<file path="config.mk">
export PLATFORM = sky130hd
export DESIGN_NAME = trap_ctrl
export DESIGN_NICKNAME = d
export VERILOG_FILES = /design/src/rtl/trap_pkg.sv /design/src/rtl/trap_prio_enc.sv /design/src/rtl/trap_ctrl.sv
export SDC_FILE = /design/constraint.sdc
export NUM_CORES = 1
export LEC_CHECK = 0
export ABC_AREA = 1
export CORE_AREA = 3 3 177 179
export DETAILED_ROUTE_END_ITERATION = 8
export DIE_AREA = 0 0 180 182
export DONT_BUFFER_PORTS = 1
export PLACE_DENSITY = 0.36
export SETUP_SLACK_MARGIN = 0.05
export SYNTH_ARGS = -nofsm -noshare
export SYNTH_HDL_FRONTEND = slang
export SYNTH_SLANG_ARGS = --single-unit
</file>
<file path="constraint.sdc">
create_clock -name clk -period 3.3 [get_ports clk]
set_clock_uncertainty 0.1 [all_clocks]
set_input_delay 0.66 -clock clk [delete_from_list [all_inputs] [get_ports clk]]
set_output_delay 0.66 -clock clk [all_outputs]
set_load 0.02 [all_outputs]
</file>
<file path="src/rtl/trap_pkg.sv">
// Shared definitions for the trap controller: FSM state type, exception
// vector bit positions and the matching mcause exception codes.
package trap_pkg;

    typedef enum logic [1:0] {
        StIdle,
        StFlush,
        StRedirect,
        StRet
    } trap_state_e;

    // Bit positions inside except_signal
    localparam int unsigned BIT_LD_MISALIGN = 0;
    localparam int unsigned BIT_LD_ACCESS   = 1;
    localparam int unsigned BIT_ST_MISALIGN = 2;
    localparam int unsigned BIT_ST_ACCESS   = 3;
    localparam int unsigned BIT_LD_PAGE     = 4;
    localparam int unsigned BIT_ST_PAGE     = 5;
    localparam int unsigned BIT_BREAKPOINT  = 6;

    // Exception codes written to mcause (interrupt bit always 0)
    localparam logic [3:0] CAUSE_LD_MISALIGN = 4'd4;
    localparam logic [3:0] CAUSE_LD_ACCESS   = 4'd5;
    localparam logic [3:0] CAUSE_ST_MISALIGN = 4'd6;
    localparam logic [3:0] CAUSE_ST_ACCESS   = 4'd7;
    localparam logic [3:0] CAUSE_LD_PAGE     = 4'd13;
    localparam logic [3:0] CAUSE_ST_PAGE     = 4'd15;
    localparam logic [3:0] CAUSE_BREAKPOINT  = 4'd3;

endpackage

</file>
<file path="src/rtl/trap_prio_enc.sv">
// Combinational priority encoder for the E-stage exception vector.
// Ports:
//   vec    - 7-bit exception vector
//   any    - at least one exception bit set
//   cause  - exception code of the highest-priority set bit (0 if none)
//   use_pc - trap value is the PC (breakpoint) rather than the data address
module trap_prio_enc
    import trap_pkg::*;
(
    input  logic [6:0] vec,
    output logic       any,
    output logic [3:0] cause,
    output logic       use_pc
);

    assign any = |vec;

    // Order: breakpoint, store misaligned, load misaligned, store page fault,
    // load page fault, store access fault, load access fault.
    always_comb begin
        cause  = 4'd0;
        use_pc = 1'b0;
        if (vec[BIT_BREAKPOINT]) begin
            cause  = CAUSE_BREAKPOINT;
            use_pc = 1'b1;
        end else if (vec[BIT_ST_MISALIGN]) begin
            cause = CAUSE_ST_MISALIGN;
        end else if (vec[BIT_LD_MISALIGN]) begin
            cause = CAUSE_LD_MISALIGN;
        end else if (vec[BIT_ST_PAGE]) begin
            cause = CAUSE_ST_PAGE;
        end else if (vec[BIT_LD_PAGE]) begin
            cause = CAUSE_LD_PAGE;
        end else if (vec[BIT_ST_ACCESS]) begin
            cause = CAUSE_ST_ACCESS;
        end else if (vec[BIT_LD_ACCESS]) begin
            cause = CAUSE_LD_ACCESS;
        end
    end

endmodule

</file>
<file path="src/rtl/trap_ctrl.sv">
// Trap controller: captures mepc/mcause/mtval for the highest-priority
// E-stage exception, flushes the pipeline for FLUSH_CYCLES cycles and then
// redirects fetch to mtvec. mret redirects fetch to the captured mepc.
// Ports:
//   clk, reset                  - clock, async active-low reset
//   except_valid, except_signal - E-stage valid and exception vector
//   pc_E, dm_addr_E, mret_E     - E-stage PC, data address, mret flag
//   mtvec                       - trap vector base (bits [1:0] ignored)
//   flush, stall_fetch          - pipeline squash and fetch hold
//   redirect, redirect_pc       - one-cycle fetch redirect and its target
//   mepc, mcause, mtval         - captured trap CSR values
//   trap_busy                   - sequence in progress, inputs ignored
module trap_ctrl
    import trap_pkg::*;
#(
    parameter int unsigned N            = 64,
    parameter int unsigned FLUSH_CYCLES = 2
) (
    input  logic         clk,
    input  logic         reset,
    input  logic         except_valid,
    input  logic [6:0]   except_signal,
    input  logic [N-1:0] pc_E,
    input  logic [N-1:0] dm_addr_E,
    input  logic         mret_E,
    input  logic [N-1:0] mtvec,
    output logic         flush,
    output logic         stall_fetch,
    output logic         redirect,
    output logic [N-1:0] redirect_pc,
    output logic [N-1:0] mepc,
    output logic [N-1:0] mcause,
    output logic [N-1:0] mtval,
    output logic         trap_busy
);

    localparam int unsigned CW = (FLUSH_CYCLES > 1) ? $clog2(FLUSH_CYCLES) : 1;
    localparam logic [CW-1:0] LAST_COUNT = CW'(FLUSH_CYCLES - 1);

    trap_state_e  state_q, state_d;
    logic [CW-1:0] count_q, count_d;
    logic [N-1:0]  mepc_q, mcause_q, mtval_q;
    logic          capture;

    logic       enc_any;
    logic [3:0] enc_cause;
    logic       enc_use_pc;
    logic       trap_req;
    logic       mret_req;

    trap_prio_enc u_prio_enc (
        .vec    (except_signal),
        .any    (enc_any),
        .cause  (enc_cause),
        .use_pc (enc_use_pc)
    );

    assign trap_req = except_valid & enc_any;
    assign mret_req = except_valid & mret_E & ~enc_any;

    always_ff @(posedge clk or negedge reset) begin
        if (!reset) begin
            state_q  <= StIdle;
            count_q  <= '0;
            mepc_q   <= '0;
            mcause_q <= '0;
            mtval_q  <= '0;
        end else begin
            state_q <= state_d;
            count_q <= count_d;
            if (capture) begin
                mepc_q   <= pc_E;
                mcause_q <= N'(enc_cause);
                mtval_q  <= enc_use_pc ? pc_E : dm_addr_E;
            end
        end
    end

    // Requests are only looked at in StIdle, so nothing nests or overwrites.
    always_comb begin
        state_d = state_q;
        count_d = count_q;
        capture = 1'b0;
        unique case (state_q)
            StIdle: begin
                if (trap_req) begin
                    capture = 1'b1;
                    count_d = '0;
                    state_d = StFlush;
                end else if (mret_req) begin
                    state_d = StRet;
                end
            end
            StFlush: begin
                count_d = count_q + CW'(1);
                if (count_q == LAST_COUNT) begin
                    state_d = StRedirect;
                end
            end
            StRedirect: state_d = StIdle;
            StRet:      state_d = StIdle;
            default:    state_d = StIdle;
        endcase
    end

    // Moore decodes of the state register only.
    always_comb begin
        flush       = 1'b0;
        stall_fetch = 1'b0;
        redirect    = 1'b0;
        redirect_pc = '0;
        trap_busy   = 1'b0;
        unique case (state_q)
            StIdle: ;
            StFlush: begin
                flush       = 1'b1;
                stall_fetch = 1'b1;
                trap_busy   = 1'b1;
            end
            StRedirect: begin
                flush       = 1'b1;
                redirect    = 1'b1;
                // mtvec is taken live here, not at capture time
                redirect_pc = mtvec & {{(N-2){1'b1}}, 2'b00};
                trap_busy   = 1'b1;
            end
            StRet: begin
                flush       = 1'b1;
                redirect    = 1'b1;
                redirect_pc = mepc_q;
                trap_busy   = 1'b1;
            end
            default: ;
        endcase
    end

    assign mepc   = mepc_q;
    assign mcause = mcause_q;
    assign mtval  = mtval_q;

endmodule
</file>
## Word-level counts from Yosys, hierarchy flattened

Index checks and enable logic that the tools add are counted.

| word-level totals | value |
|---|---|
| bits in registers | 135 |

| cells by class | value |
|---|---|
| eq/ne operators | 6 |
| muxes and demuxes | 21 |
| add/sub/neg operators | 1 |
| bitwise operators | 4 |
| reductions and logical operators | 7 |

Operator list:

| cell | number |
|---|---|
| 64-bit one-hot mux with 2 select lines | 1 |
| 64-bit 2-to-1 mux | 1 |
| 4-bit 2-to-1 mux | 6 |
| 1-bit 2-to-1 mux | 7 |
| 7-bit OR reduction | 1 |
| 2-bit 2-to-1 mux | 3 |
| 2-bit one-hot mux with 3 select lines | 1 |
| 2-bit == test, second input constant | 2 |
| 2-bit inequality test, second input constant | 2 |
| 2-bit AND reduction | 2 |
| 1-bit AND | 3 |
| 3-bit 2-to-1 mux | 1 |
| 3-bit inequality test, second input constant | 1 |
| 3-bit OR reduction | 1 |
| 2-bit by 1-bit == test with 1-bit output, second input constant | 1 |
| 2-bit zero test | 1 |
| 1-bit one-hot mux with 2 select lines | 1 |
| 2-bit nonzero test | 1 |
| 2-bit OR reduction | 1 |
| 1-bit adder, second input constant | 1 |
| 1-bit NOT | 1 |

## Logic depth before layout (Yosys ltp)

Gate-level depths: netlist of run 1.

| logic depth | value |
|---|---|
| depth after elaboration | 7 |
| depth in mapped cells | 8 |
| gate-level depth less buffers | 6 |

## By module

A second synthesis of run 1 with hierarchy kept.

| second synthesis, totals | value |
|---|---|
| cells, all modules | 1,089 |
| area total of the unflattened synthesis | 7,428.4 um^2 |

By module, submodules not included:

| module | times used | cells an instance | area each (um^2) |
|---|---|---|---|
| trap_ctrl | 1 | 1,069 | 7,337.0 |
| trap_prio_enc | 1 | 20 | 91.3 |

## Worst setup path before layout of run 1

No wires, ideal clock.

| path | value |
|---|---|
| path kind | register to output |
| from | reg state_q[1] |
| to | out redirect_pc[24] |
| buffers on the path | 2 |
| path slack | 1,120 ps |
| arrival time | 1,420 ps |
| stages on the path, launching flop included | 5 |
| cells stage by stage | dfrtp_1 -> buf_2 -> nand2_1 -> clkbuf_1 -> o21ai_0 |

| between the ends | value |
|---|---|
| longest elaborated chain between the ends | 2 |

Ends and longest elaborated chain:

| item | line | text |
|---|---|---|
| start, declared | trap_ctrl.sv:40 | `trap_state_e state_q, state_d;` |
| start signal, assigned | trap_ctrl.sv:63 | `state_q <= StIdle;` |
| start signal, assigned | trap_ctrl.sv:69 | `state_q <= state_d;` |
| 2-bit == test | trap_ctrl.sv:113 | `unique case (state_q)` |
| 64-bit one-hot mux with 2 select lines * | trap_ctrl.sv:113 |  |
| end, declared | trap_ctrl.sv:30 | `output logic [N-1:0] redirect_pc,` |

Mark *: on every way between the ends. The rest lies on a longest branch, timed or not.

## Worst setup path after layout of run 1

| path | value |
|---|---|
| from | reg state_q[1] |
| to | out redirect_pc[36] |

Same word-level chain as after synthesis.

==> results of run 1 <==
[worst max-delay path by stage]
stage,startpoint,to,slack (ns),cells past startpoint
3_5_place_dp,state_q[1],redirect_pc[39],0.76,4
5_1_grt,state_q[1],redirect_pc[38],0.23,4
3_3_place_gp,state_q[1],redirect_pc[39],0.75,4
2_1_floorplan,state_q[1],redirect_pc[24],1.12,4
6_report,state_q[1],redirect_pc[36],0.38,4
4_1_cts,state_q[1],redirect_pc[39],0.30,4
[power by group]
part           leakage, µW  internal [µW]  total (µW)  switching, µW
combinational      0.00244           1020        3090           2070
clock             0.000339           1570        2330            769
sequential         0.00168           2430        4110           1680
total              0.00446           5010        9540           4520
[registers in the layout, indices dropped and copies added (netlist names)]
| name | flops |
|---|---|
| mepc | 64 |
| mtval | 64 |
| mcause | 4 |
| state_q | 2 |
| count_q | 1 |
[worst register-to-register path: stages, from the launching register on]
cell and delay [ns]:
dfrtp_2 0.65, nor2_4 0.27, inv_2 0.16, nor2_4 0.22, buf_12 0.35, nand2_1 0.25
nand2_1 0.11
[kinds of logic after synthesis]
kind of cell | after synthesis | synth area share (%)
other | 1 | 0.0512
AND/OR/NAND/NOR | 547 | 29.6
AO/OA/AOI/OAI | 132 | 9.64
buffers and inverters | 195 | 14.6
flip-flops | 135 | 46.2
[metrics by stage]
step / worst slack (ns) / cell area [µm²]
final: 0.378 / 8550
after global placement: 0.753 / 7850
after floorplan: 1.12 / 7540
after global routing: 0.229 / 8550
after CTS: 0.300 / 8550
after detailed placement: 0.760 / 7850
[per-layer routing]
metal  track usage, %  part of all wire (%)  vias up
met3             4.93                   7.8       19
met2             27.8                    49      281
li1                 -                     -     3062
met1             21.2                    42     2964
met4             4.42                   1.2        0
met5                0                     0        -
[final cells by class]
| cell class | count | area, µm² | share of cell area (%) |
|---|---|---|---|
| clock inverter | 12 | 275 | 3.22 |
| timing repair buffer | 74 | 606 | 7.08 |
| tap | 390 | 488 | 5.71 |
| clock buffer | 17 | 425 | 4.98 |
| inverter | 72 | 270 | 3.16 |
| sequential | 135 | 3380 | 39.5 |
| multi-input combinational | 739 | 3110 | 36.3 |
[layout by cell type (no fill, tap or decap)]
cell type    n
a21oi_1      2
buf_12       4
buf_4       70
bufinv_16    8
clkbuf_16   17
clkinv_4     3
conb_1      60
dfrtp_1    134
dfrtp_2      1
inv_1       69
inv_2        3
inv_6        1
nand2_1    468
nand2_2      3
nand3_1     64
nor2_1       8
nor2_2       1
nor2_4       3
o211ai_4     1
o21ai_0     68
o21ai_1     51
o21ai_2     10
==> flow_summary.toml, run 1 <==
[clock_tree]
clk_transition_reported_paths_ns = 0.07
clkLatencyLatePin_ns = 0.41
cts_tree = "built"
htreeDepth = 4
numCtsBuffers = 17
cts_resized = 0
cts.sinks = 135
postCtsSetupBuffers = 0
cts_buffer_depth = 2
root_buffer = "clkbuf_16"

[detailed_routing]
vias = 6326
firstDrtPassIters = 5
drc = 0
viasPerCell = 4.40
wl_mm = 28.0
drt_iter0_drc = 424
ant_nets = 0
wl_per_cell_um = 19.5

[yosys]
synth_most_common_cell = "nand2_1"
yosysSeqAreaShare_pct = 46.2
syn_area_mm2 = 0.00732
ys_types = 20
syn_avg_cell_area_um2 = 7.25
synth_top_cell_by_area = "dfrtp_1"
synth_common_cells = "nand2_1 (469), dfrtp_1 (135), inv_1 (69)"
syn_inst = 1010
synthArstFlopShare_pct = 100
yosysWarnings = 0
synth-seq-cells = 135
synth_top_area_share_pct = 46.2
synth_edf_count = 0
ys.flop_type = "dfrtp_1"
synth.area.top_cells = "dfrtp_1 (46%), nand2_1 (24%), buf_4 (6.5%)"

[timing]
hold_viol = 135
fmax_ghz = 0.342
final.period_utilization_pct = 88.5
tightestPinTransition_ns = 0.652
worst_slew_margin_rel_pct = 56.5
setup_viol = 0
tns_ns = 0
grt_setup_unrepaired = "no"
whs_ns = -0.165
period_minus_slack_ns = 2.92
slew_violations = 0

[status]
violations = "hold timing"
status = "finished with violations"

[flow_run]
maxCapViolCount = 0

[global_routing]
grt_pass1_vias = 6424
grt_first_pass_wirelength_mm = 42.5
antenna_found_initial = 0
grt_max_degree = 136
track_usage_pct = 16.7
grt.overflow.total = 0

[critical_path]
critPathCaptureType = "output pin"
crit_path_frequent_cell = "buf_4"
reg2reg_depth = 6
rr_endpoint = "mtval[39]"
critical_path_buf_inv_count = 2
cp_cell_sequence = "buf_4 -> nand3_1 -> o21ai_0 -> buf_4"
startpoint_type = "flip-flop"
cpLargestDelayFamily = "flip-flops"
reg2reg_slack_ns = 1.14
worstPathArrival_ns = 2.16
cpPeakStageDelay_ns = 0.79
crit_type = "reg2out"
critical_path_peak_fanout = 23
r2r_start = "state_q[1]"
critPathRequiredTime_ns = 2.54
crit_slowest_cell = "dfrtp_2"

[die]
pin_count = 463
die_w_um = 180
start_util_pct = 24.6
rows = 63
die_h_um = 182
core-area_mm2 = 0.0297
dieArea_mm2 = 0.0328

[layout]
fillers = 3324
area.growth.synth_to_final_pct = 16.8
drive_above_1_share_pct = 11.9
layout.cells.non_filler = 1439
final_util_pct = 28.8
nNetsFinal = 1242
antennaDiodeCount = 0

[pwr]
power.density_mw_per_mm2 = 1120
vdd_drop_max_v = 0.000354
cellLeakagePower_uw = 0.00446
total_power_uw = 9540

[placed_design]
place_inst = 1410
place_congestion = 0.838
dp_hpwl_mm = 20.1
io_buffers = 0

[worst_hold_path]
hp-class = "in2async"
Power figures use the tool's default switching activity.
==> inputs of run 2 (changes only) <==
--- a/config.mk
+++ b/config.mk
@@ -10,7 +10,7 @@
 export DETAILED_ROUTE_END_ITERATION = 8
 export DIE_AREA = 0 0 180 182
 export DONT_BUFFER_PORTS = 1
-export PLACE_DENSITY = 0.36
+export PLACE_DENSITY = 0.47
 export SETUP_SLACK_MARGIN = 0.05
 export SYNTH_ARGS = -nofsm -noshare
 export SYNTH_HDL_FRONTEND = slang
==> run 2 against run 1 <==
Effect of this change: the run still ends with hold timing left; maximum frequency is 2.6% higher; critical path type unchanged; hold slack better by 0.0040 ns; sequential power is 1% lower; die area stayed put; non-clock buffer count is 1 lower; largest cell class unchanged; routed wire length is 4.1% lower.
==> flow_summary.toml, run 2 (synthesis results as in run 1) <==
[pwr]
p_int_uw = 4590
vdd_drop_max_v = 0.000427
power.density_mw_per_mm2 = 1080
combPwrFrac_pct = 34.7
cellLeakagePower_uw = 0.00439
p_clk_share_pct = 20.8
switching_share_pct = 49.4
p_seq_share_pct = 44.5
p_sw_uw = 4490

[timing]
final.period_utilization_pct = 86.3
grt_setup_unrepaired = "no"
fmax_ghz = 0.351
period_minus_slack_ns = 2.85
setup_viol = 0
hold_viol = 135
worst_slew_margin_rel_pct = 46.0
tightestPinTransition_ns = 0.810
worst_slack_ns = 0.453
slew_violations = 0
tns_ns = 0
whs_ns = -0.161

[global_routing]
grt.overflow.total = 0
grt_first_pass_wirelength_mm = 39.4
track_usage_pct = 15.5
grt_max_degree = 136
grt_pass1_vias = 6155
antenna_found_initial = 1

[die]
die_w_um = 180
die_h_um = 182
dieArea_mm2 = 0.0328
start_util_pct = 24.6
rows = 63
pin_count = 463
core-area_mm2 = 0.0297

[clock_tree]
cts_buffer_depth = 2
clk_transition_reported_paths_ns = 0.06
root_buffer = "clkbuf_16"
cts_resized = 0
clkLatencyLatePin_ns = 0.41
cts_tree = "built"
numCtsBuffers = 17
postCtsSetupBuffers = 0
cts.sinks = 135
htreeDepth = 4

[critical_path]
worstPathArrival_ns = 2.09
critical_path_peak_fanout = 20
critical_path_buf_inv_count = 3
reg2reg_slack_ns = 1.19
crit_path_frequent_cell = "buf_4"
critPathRequiredTime_ns = 2.54
cpLargestDelayFamily = "buffers and inverters"
cpPeakStageDelay_ns = 0.43
crit_slowest_cell = "dfrtp_1"
startpoint_type = "flip-flop"
crit_type = "reg2out"
critPathCaptureType = "output pin"
cp_cell_sequence = "inv_2 -> buf_4 -> nand3_1 -> o21ai_0 -> buf_4"

[status]
violations = "hold timing"
status = "finished with violations"

[detailed_routing]
wl_per_cell_um = 18.7
ant_nets = 0
firstDrtPassIters = 5
top_layer = "met5"
drt-met1-wl_mm = 11.2
drc = 0
dr_wl_met3_mm = 2.07
wl_mm = 26.9
viasPerCell = 4.47
drt_iter0_drc = 464
met2_length_mm = 13.0
vias = 6436

[placed_design]
pre_cts_slack_ns = 0.895
place_inst = 1409
dp_hpwl_mm = 19.5
place_congestion = 0.936
io_buffers = 0

[layout]
layout_common_cells = "nand2_1 (468), dfrtp_1 (134), buf_4 (70)"
final_common_cell = "nand2_1"
drive_above_1_share_pct = 11.5
layout.cells.non_filler = 1439
nNetsFinal = 1241
area.growth.synth_to_final_pct = 14.7
final_util_pct = 28.2

[worst_hold_path]
hp-class = "in2async"

[flow_run]
maxCapViolCount = 0
run 2: cell types whose count changed in the layout (fill, tap and decap cells not counted):
cell,previous run,this run
bufinv_16,8,1
clkbuf_8,0,6
clkbuf_1,0,3
clkinv_4,3,0
clkinv_2,0,2
buf_12,4,3
diode_2,0,1
inv_6,1,0
run 2: metrics by stage:
stage / total power (µW) / cell area, µm²
final: 9080 / 8390
after global routing: 9680 / 8390
after CTS: 9190 / 8390
after detailed placement: 7250 / 7830
after global placement: 7210 / 7830
after floorplan: 6060 / 7540
run 2: cell type report:
| type | count | area, µm² |
|---|---|---|
| repair buffers | 73 | 586 |
| diodes | 1 | 2.50 |
| multi-input cells | 739 | 3110 |
| fillers | 3296 | 21300 |
| inverters | 72 | 270 |
| clock inverters | 3 | 40.0 |
| clock buffers | 26 | 519 |
| flip-flops and latches | 135 | 3380 |
| well taps | 390 | 488 |
run 2: final timing paths:
kind | startpoint | endpoint | cells past startpoint
max | state_q[0] | redirect_pc[59] | 5
min | reset | mepc[27] | 0
max reg2reg | state_q[1] | mtval[31] | 7
min reg2reg | count_q | state_q[0] | 3
max in group asynchronous | reset | state_q[1] | 0
min in group clk | pc_E[16] | mepc[16] | 2
run 2: routing by layer:
metal	up-vias	GRT usage [%]
met4	2	4.73
met3	32	4.45
li1	3055	-
met1	3057	20.1
met2	290	25.2
met5	-	0
run 2: power by group through the flow:
stage          clock [µW]  sequential [µW]  combinational [µW]
6_report             1890             4050                3150
3_5_place_dp            0             4090                3160
5_1_grt              2020             4120                3540
4_1_cts              1950             4070                3170
2_1_floorplan           0             3790                2270
3_3_place_gp            0             4090                3120
==> inputs of run 3 (changes only) <==
--- a/config.mk
+++ b/config.mk
@@ -5,12 +5,11 @@
 export SDC_FILE = /design/constraint.sdc
 export NUM_CORES = 1
 export LEC_CHECK = 0
-export ABC_AREA = 1
-export CORE_AREA = 3 3 177 179
+export CORE_AREA = 3 3 178 180
 export DETAILED_ROUTE_END_ITERATION = 8
-export DIE_AREA = 0 0 180 182
+export DIE_AREA = 0 0 181 183
 export DONT_BUFFER_PORTS = 1
-export PLACE_DENSITY = 0.47
+export PLACE_DENSITY = 0.46
 export SETUP_SLACK_MARGIN = 0.05
 export SYNTH_ARGS = -nofsm -noshare
 export SYNTH_HDL_FRONTEND = slang
==> run 3 against run 2 <==
Effect of this change: the flow still finishes with violations (hold timing); area after synthesis shrank 1.9%; sequential power is 7.4% higher; global-route usage shrank 3.5 points; core utilization shrank 2.1 points; final area decreased by 5.3%; non-clock buffer count decreased by 68; register-to-register slack lost 0.40 ns; critical path type unchanged; critical endpoint is now redirect_pc[36]; largest cell class unchanged.
==> flow_summary.toml, run 3 <==
[timing]
grt_setup_unrepaired = "no"
period_minus_slack_ns = 2.82
worst_slew_margin_rel_pct = 53.5
hold_viol = 135
tns_ns = 0
setup_viol = 0
tightestPinTransition_ns = 0.692
whs_ns = -0.164
fmax_ghz = 0.355
slew_violations = 0
final.period_utilization_pct = 85.4

[clock_tree]
htreeDepth = 4
cts_buffer_depth = 2
clkLatencyLatePin_ns = 0.42
root_buffer = "clkbuf_16"
cts_tree = "built"
postCtsSetupBuffers = 0
cts.sinks = 135
clk_transition_reported_paths_ns = 0.07
numCtsBuffers = 17
cts_resized = 0

[pwr]
power.density_mw_per_mm2 = 1130
p_sw_uw = 4080
cellLeakagePower_uw = 0.00345
combPwrFrac_pct = 28.5
switching_share_pct = 45.3
p_clk_share_pct = 23.2
p_int_uw = 4920
p_seq_share_pct = 48.3
vdd_drop_max_v = 0.000398

[flow_run]
maxCapViolCount = 0

[critical_path]
worstPathArrival_ns = 2.06
r2r_start = "state_q[0]"
critPathCaptureType = "output pin"
crit_type = "reg2out"
startpoint_type = "flip-flop"
critPathRequiredTime_ns = 2.54
reg2reg_depth = 4
cp-startpoint = "state_q[1]"
critical_path_peak_fanout = 54

[global_routing]
antenna_found_initial = 1
grt_first_pass_wirelength_mm = 30.5
grt_pass1_vias = 4736
grt_max_degree = 136
grt.overflow.total = 0
track_usage_pct = 12.0

[layout]
antennaDiodeCount = 0
final_common_cell = "dfrtp_1"
area.growth.synth_to_final_pct = 10.7
nNetsFinal = 838
drive_above_1_share_pct = 15.3
layout_common_cells = "dfrtp_1 (133), mux2i_1 (126), nor2_1 (71)"

[die]
dieArea_mm2 = 0.0331
die_w_um = 181
rows = 64
pin_count = 463
start_util_pct = 23.6
core-area_mm2 = 0.0303
die_h_um = 183

[status]
violations = "hold timing"
status = "finished with violations"

[detailed_routing]
wl_per_cell_um = 20.3
drt_iter0_drc = 186
ant_nets = 0
vias = 4577
drc = 0
wl_mm = 21.1
firstDrtPassIters = 4
viasPerCell = 4.38

[yosys]
synth-seq-cells = 135
synth_top_cell_by_area = "dfrtp_1"
synth_most_common_cell = "dfrtp_1"
synth_edf_count = 0
syn_area_mm2 = 0.00718
syn_avg_cell_area_um2 = 10.9
yosysSeqAreaShare_pct = 47.1
synthArstFlopShare_pct = 100
ys.flop_type = "dfrtp_1"
synth_common_cells = "dfrtp_1 (135), mux2i_1 (126), nor2_1 (71)"
synth.area.top_cells = "dfrtp_1 (47%), mux2i_1 (18%), mux2_2 (9.1%)"
synth_top_area_share_pct = 47.1
syn_inst = 658
ys_types = 26
yosysWarnings = 0

[placed_design]
place_congestion = 0.763
io_buffers = 0
dp_hpwl_mm = 15.0

[worst_hold_path]
hp-class = "in2async"
-- run 3: changes by cell type after synthesis, moves of 63 or more --
cell and delta:
nand3_1 -64, a21oi_1 +66, o21ai_0 -64, nor2_1 +63, nor2b_1 +63, mux2i_1 +126
inv_1 -65, nand2_1 -465
-- run 3: cells by family (layout without fill, tap and decap cells) --
logic type      count (synthesis)  count (layout)  synth area share [%]
xor+xnor                        1               1                 0.122
flops                         135             135                  47.1
mux                           190             190                  27.6
compound gates                 77              77                  5.60
simple gates                  144             144                  10.0
other cells                     1              60                0.0523
buf+inv                       110              41                  9.49
-- run 3: path summary, 6_finish.rpt --
path,to,slack (ns)
setup reg to reg,mepc[33],0.79
hold / removal,mepc[40],-0.16
max in group asynchronous,mepc[6],3.07
hold reg to reg,state_q[0],0.40
min in group clk,state_q[1],0.26
setup / recovery,redirect_pc[36],0.48
-- run 3: through the flow --
stage	power [µW]	setup WS, ns	cell area (µm²)	util [%]	cells
floorplan	6370	1.09	7400	-	717
finish	9000	0.483	7950	26.2	1044
global route	9570	0.327	7950	26.2	1044
global placement	6960	0.815	7310	24.1	1012
CTS	9170	0.386	7950	26.2	1044
detailed placement	7010	0.797	7310	24.1	1012
-- run 3: power by group through the flow --
| stage | Sequential (µW) | Clock, µW | Combinational (µW) |
|---|---|---|---|
| floorplan | 3980 | 0 | 2390 |
| global placement | 4420 | 0 | 2530 |
| detailed placement | 4400 | 0 | 2610 |
| CTS | 4390 | 2180 | 2600 |
| global route | 4480 | 2250 | 2840 |
| finish | 4350 | 2090 | 2560 |
-- run 3: metal layers --
metal	part of all wire, %	vias up	wire (µm)	track usage, %
li1	-	2084	-	-
met1	37	2233	7890	13.8
met2	52	250	11100	21.3
met3	9.3	10	1970	4.54
met4	0.94	0	199	3.05
met5	0	-	0	0
-- run 3: area by class of cell --
| class | count | area, µm² |
|---|---|---|
| fill | 3220 | 22400 |
| inverter | 4 | 15.0 |
| clock inverter | 12 | 175 |
| clock buffer | 20 | 457 |
| multi-input combinational | 472 | 3350 |
| timing repair buffer | 5 | 75.1 |
| sequential | 135 | 3380 |
| tap | 396 | 495 |
-- run 3: critical path, stage by stage, from the launching register on --
cell and delay, ns:
dfrtp_2 0.54, buf_4 0.55, nor2b_1 0.51
